`config.mk`:
```
export PLATFORM = sky130hd
export DESIGN_NAME = t2mi_ts_null_inserter
export DESIGN_NICKNAME = d
export VERILOG_FILES = /design/src/rtl/t2mi_ts_null_inserter.sv
export SDC_FILE = /design/constraint.sdc
export NUM_CORES = 2
export LEC_CHECK = 0
export BUFFER_PORTS_ARGS = -buffer_cell sky130_fd_sc_hd__clkbuf_2
export CAP_MARGIN = 40
export CORE_MARGIN = 2
export CORE_UTILIZATION = 49
export DETAILED_ROUTE_END_ITERATION = 16
export SETUP_SLACK_MARGIN = 0.1
export SLEW_MARGIN = 20
export SYNTH_ARGS = -nofsm -noshare
export SYNTH_HDL_FRONTEND = slang
export SYNTH_SLANG_ARGS = --single-unit
```
`constraint.sdc`:
```
create_clock -name CLK -period 15.4 [get_ports CLK]
set_input_delay 1.54 -clock CLK [delete_from_list [all_inputs] [get_ports CLK]]
set_output_delay 1.54 -clock CLK [all_outputs]
set_load 0.02 [all_outputs]
```
`src/rtl/t2mi_ts_null_inserter.sv`:
```
// t2mi_ts_null_inserter: buffers bursty T2-MI TS packets and emits a constant-rate TS, filling empty slots with null packets.
// Optional NULL_COUNT_EN macro adds the NULL_CNT saturating null-packet counter output.
module t2mi_ts_null_inserter #(
    parameter int          PKT_LEN   = 188,
    parameter int          FIFO_PKTS = 2,
    parameter logic [12:0] NULL_PID  = 13'h1FFF
) (
    input  logic       CLK,
    input  logic       RST,
    input  logic [7:0] DATA_IN,
    input  logic       DVALID_IN,
    input  logic       PSYNC_IN,
    input  logic       OUT_EN,
    output logic [7:0] DATA_OUT,
    output logic       DVALID_OUT,
    output logic       PSYNC_OUT,
    output logic       OVF
`ifdef NULL_COUNT_EN
    ,
    output logic [15:0] NULL_CNT
`endif
);
    localparam int DEPTH = FIFO_PKTS * PKT_LEN;
    localparam int AW    = $clog2(DEPTH);
    localparam int OW    = $clog2(DEPTH + 1);
    localparam int CW    = $clog2(PKT_LEN);
    localparam int PW    = $clog2(FIFO_PKTS + 1);

    typedef enum logic [1:0] {IN_IDLE, IN_WRITE, IN_DROP} in_state_t;
    typedef enum logic [1:0] {OUT_SEL, OUT_FIFO, OUT_NULL} out_state_t;

    // RAM size is not a power of two, so wrap by compare
    function automatic logic [AW-1:0] inc(input logic [AW-1:0] p);
        return (p == AW'(DEPTH - 1)) ? '0 : p + 1'b1;
    endfunction

    logic [7:0]    r_mem [DEPTH];
    in_state_t     r_in_state, w_in_nxt;
    out_state_t    r_out_state, w_out_nxt;
    logic [CW-1:0] r_in_cnt, w_in_cnt_nxt, r_out_cnt, w_out_cnt_nxt;
    logic [AW-1:0] r_wr_ptr, r_base, r_rd_ptr, w_wa;
    logic [OW-1:0] r_used, w_used_eff;
    logic [PW-1:0] r_pkts;
    logic          w_rewind, w_fit, w_we, w_commit, w_drop, w_take, w_rd;
    logic [7:0]    w_null_byte;

    // r_used counts committed unread bytes plus bytes of the packet being written
    assign w_rewind   = DVALID_IN & PSYNC_IN & (r_in_state == IN_WRITE);
    assign w_used_eff = r_used - (w_rewind ? OW'(r_in_cnt) : '0);
    assign w_fit      = (OW'(DEPTH) - w_used_eff) >= OW'(PKT_LEN);
    assign w_wa       = w_rewind ? r_base : r_wr_ptr;

    always_comb begin
        w_in_nxt     = r_in_state;
        w_in_cnt_nxt = r_in_cnt;
        w_we         = 1'b0;
        w_commit     = 1'b0;
        w_drop       = 1'b0;
        if (DVALID_IN) begin
            if (PSYNC_IN) begin
                w_in_cnt_nxt = CW'(1);
                w_we         = w_fit;
                w_drop       = ~w_fit;
                w_in_nxt     = w_fit ? IN_WRITE : IN_DROP;
            end else if (r_in_state != IN_IDLE) begin
                w_we         = (r_in_state == IN_WRITE);
                w_in_cnt_nxt = r_in_cnt + 1'b1;
                if (r_in_cnt == CW'(PKT_LEN - 1)) begin
                    w_commit     = w_we;
                    w_in_nxt     = IN_IDLE;
                    w_in_cnt_nxt = '0;
                end
            end
        end
    end

    // Source is chosen only at packet boundaries; same-cycle commits are not yet counted
    assign w_take = OUT_EN & (r_out_state == OUT_SEL) & (r_pkts != '0);
    assign w_rd   = OUT_EN & (w_take | (r_out_state == OUT_FIFO));

    always_comb begin
        w_out_nxt     = r_out_state;
        w_out_cnt_nxt = r_out_cnt;
        if (OUT_EN) begin
            if (r_out_state == OUT_SEL) begin
                w_out_nxt     = w_take ? OUT_FIFO : OUT_NULL;
                w_out_cnt_nxt = CW'(1);
            end else if (r_out_cnt == CW'(PKT_LEN - 1)) begin
                w_out_nxt     = OUT_SEL;
                w_out_cnt_nxt = '0;
            end else begin
                w_out_cnt_nxt = r_out_cnt + 1'b1;
            end
        end
    end

    assign w_null_byte = (r_out_cnt == CW'(0)) ? 8'h47 :
                         (r_out_cnt == CW'(1)) ? {3'b000, NULL_PID[12:8]} :
                         (r_out_cnt == CW'(2)) ? NULL_PID[7:0] :
                         (r_out_cnt == CW'(3)) ? 8'h10 : 8'hFF;

    always_ff @(posedge CLK) begin
        if (w_we) r_mem[w_wa] <= DATA_IN;
    end

    always_ff @(posedge CLK or negedge RST) begin
        if (!RST) begin
            r_in_state  <= IN_IDLE;
            r_out_state <= OUT_SEL;
            r_in_cnt    <= '0;
            r_out_cnt   <= '0;
            r_wr_ptr    <= '0;
            r_base      <= '0;
            r_rd_ptr    <= '0;
            r_used      <= '0;
            r_pkts      <= '0;
            DATA_OUT    <= '0;
            DVALID_OUT  <= 1'b0;
            PSYNC_OUT   <= 1'b0;
            OVF         <= 1'b0;
        end else begin
            r_in_state  <= w_in_nxt;
            r_out_state <= w_out_nxt;
            r_in_cnt    <= w_in_cnt_nxt;
            r_out_cnt   <= w_out_cnt_nxt;
            r_wr_ptr    <= w_we ? inc(w_wa) : w_wa;
            r_base      <= w_commit ? inc(w_wa) : r_base;
            r_rd_ptr    <= w_rd ? inc(r_rd_ptr) : r_rd_ptr;
            r_used      <= w_used_eff + OW'(w_we) - OW'(w_rd);
            r_pkts      <= r_pkts + PW'(w_commit) - PW'(w_take);
            if (OUT_EN) DATA_OUT <= w_rd ? r_mem[r_rd_ptr] : w_null_byte;
            DVALID_OUT  <= OUT_EN;
            PSYNC_OUT   <= OUT_EN & (r_out_state == OUT_SEL);
            OVF         <= w_drop;
        end
    end

`ifdef NULL_COUNT_EN
    always_ff @(posedge CLK or negedge RST) begin
        if (!RST) NULL_CNT <= '0;
        else if (OUT_EN && r_out_state == OUT_SEL && !w_take && NULL_CNT != 16'hFFFF) NULL_CNT <= NULL_CNT + 1'b1;
    end
`endif
endmodule

```
==> summary.txt <==
Routability Congestion - 0.882
Register Area - 0.0921 mm²
starting density of the core - 0.492
XOR/XNOR Fraction of Synth Area - 0.00266
Yosys reg bits - 3077
row cnt - 183
max cap viols - 0
DRT Pass-1 Iters - 6
Pwr per Cell Area - 135 mW/mm²
compound-gate portion of the synthesized area - 0.0257
Overall Global Routing Usage - 0.264
Cells after DPL - 9169
minimum clock period - 7150 ps
CP Capture Type - flop
area leader, netlist - edfxtp_1
Synth area leaders - edfxtp_1 (74%), mux4_2 (14%), mux2i_1 (2.1%), dfrtp_1 (1.4%), nor2_1 (0.87%)
Post-Synth Adder-Cell Area - 0.00376
Hold EP - r_base[1]
WHS - 486 ps
area of the multi-input gates - 0.0282 mm²
post-route ant nets - 0
clk buf depth - 4
Clock transition at path regs - 60 ps
Routed WL per cell - 33.9 µm
post-synthesis cell area - 0.122 mm²
TritonCTS Buffers - 331
Post-CTS Resized - 0
crit-path max FO - 40
pins over their slew limit - 0
Worst R2R End - r_used[8]
final setup TNS - 0 ps
RSZ-0062 raised after global routing - false
highest-count cells in the layout ignoring fill and taps - edfxtp_1 (3008), mux4_2 (764), clkbuf_16 (339)
P&R area growth vs syn - 13.5%
IO buf count - 23
leakage power - 0.0423 µW
Filler cells - 18400
HP Start - r_base[1]
period utilization - 0.464
die outline area - 0.253 mm²
worst slew pin tran - 1200 ps
synthesized net count - 5920
R2R Setup Slk - 8470 ps
EDFF count, synth - 3008
Post-synth ARST share - 0.0224
Horiz. Die Dim - 503 µm
CTS root buf - clkbuf_16
core footprint - 0.248 mm²
CTS tree - yes
Simple-Gate Fraction of Synth Area - 0.0325
first-pass GRT wire length - 469 mm
cells after synthesis - 5871
via count of the first global-routing pass - 61100
Starting DRT DRC Count - 8074
slew margin rel. - 0.199
Cell Count, Final, Fillers Out - 9822
number of I/O pins - 24
Worst EP arrival - 7960 ps
FF-to-FF Start - r_in_state[1]
worst hold path type - reg2reg
initial antenna violation count - 13
die height - 503 µm
number of distinct library cells after synthesis - 81
Worst-Skew Late Latency - 950 ps
DP HPWL - 207 mm
largest net degree at the start of global routing - 169
clock sinks - 3077
outcome - finished, final reports clean
Final setup viols - 0
largest family of logic cells by synthesized area - multiplexers
startpoint types - input pin
Crit Path Class - in2reg
DR DRC count - 0
final hold vios - 0
clk_skew - 82.0 ps
Syn. warnings - 0
total length of routed wires - 333 mm
Worst EP required - 16200 ps
maximum VDD drop - 0.152 mV
Via density - 6.31
top_reg_cell synth - edfxtp_1
commonest non-fill, non-tap cell in the layout - edfxtp_1
DR vias - 62000
WHS Path Cells - 2
r2r worst-path depth - 28
# hold bufs at CTS - 0
Yosys top cell area share - 0.741
sequential element share of the synthesized area - 0.755
post-synthesis mux area share - 0.163
postcts setup bufs - 0
synthesized area per cell - 20.8 µm²
fraction of layout cells with a size suffix above 1 - 0.265
gr ovfl total - 0
H-Tree Depth - 5
Fmax achieved - 0.140 GHz
NumNets Final - 6296
-- metrics by stage --
stage               area [µm²]  power [µW]  worst slack [ps]   util
global placement        126000       11000              7310  0.509
detailed placement      127000       11000              7260  0.513
finish                  138000       18600              8250  0.558
floorplan               122000       10400              8690      -
CTS                     138000       18700              8270  0.555
global route            138000       19100              7800  0.558
-- Yosys cell counts, types with 7 or more instances --
cell	instances
edfxtp_1	3008
mux4_2	764
nor2_1	281
mux2i_1	259
nand2_1	227
nor3_1	146
clkbuf_1	145
buf_2	96
a21oi_1	75
o21ai_0	74
o221ai_1	72
dfrtp_1	69
nor4_1	65
buf_4	46
buf_6	44
o22ai_1	40
inv_1	36
ha_1	35
a221oi_1	34
nand3_1	34
buf_1	25
a22oi_1	23
xnor2_1	21
and2_1	19
nor2b_1	17
xor2_1	16
a211oi_1	15
nor4_2	11
a31oi_1	10
and3_1	10
nand4_1	10
o31ai_1	10
o211ai_1	9
or2_2	9
a21o_1	8
or3_1	8
a311oi_1	7
nand2b_1	7
-- registers in the layout, indices dropped and copies added (netlist names) --
signal       count
r_mem         3008
r_in_state       2
r_wr_ptr         9
r_out_cnt        8
r_pkts           2
PSYNC_OUT        1
DVALID_OUT       1
r_base           9
r_rd_ptr         9
r_out_state      2
r_in_cnt         8
r_used           9
OVF              1
DATA_OUT         8
-- per-layer routing --
layer | track usage | up-vias | wire (µm)
met1 | 0.378 | 33000 | 134000
met4 | 0.0899 | 2 | 12700
met5 | 0 | - | 19
met2 | 0.412 | 3144 | 158000
li1 | - | 25300 | -
met3 | 0.0461 | 553 | 28500
-- area by class of cell --
cell class | instances | share of cell area
well taps | 3330 | 0.0301
clock buffers | 414 | 0.0638
clock inverters | 158 | 0.0110
inverters | 38 | 0.00109
multi-input cells | 2398 | 0.203
diodes | 6 | 0.000108
repair buffers | 401 | 0.0251
flip-flops and latches | 3077 | 0.665
-- critical path, cell delays in order --
cell and delay, ps:
clkbuf_2 240, and3_1 500, nand2_1 130, ha_1 360
nor2b_4 170, o31a_4 310, o211ai_1 460, inv_1 180
ha_1 210, a21boi_1 140, o41a_1 350, xnor2_1 150
mux2i_1 230, a21bo_4 640, ha_1 360, inv_1 60
ha_1 170, inv_1 60, fa_1 450, o21bai_1 150
a21oi_1 120, nor2_1 100, nor2_1 50, o21a_1 180
o22ai_1 170, a21oi_1 110, xnor2_1 140, xnor2_1 130
-- how the worst max path moves through the flow --
stage | start | end
after floorplan | PSYNC_IN | r_used[8]
after global placement | DVALID_IN | r_used[8]
after detailed placement | DVALID_IN | r_used[8]
after CTS | DVALID_IN | r_used[8]
after global routing | DVALID_IN | r_used[8]
final | DVALID_IN | r_used[8]
-- power breakdown --
part / switching, µW / total (µW) / internal, µW
clock network: 3150 / 7710 / 4560
logic: 1190 / 1610 / 419
registers: 50.0 / 9320 / 9270
-- cell families after synthesis --
logic type,count (synthesis)
AOI/OAI and AO/OA,443
xor gates and xnor gates,37
adders and majority gates,36
buffers and inverters,396
DFF,3077
muxes,1025
and+or+nand+nor,857
Note: power is estimated with default switching activity, not from simulation.
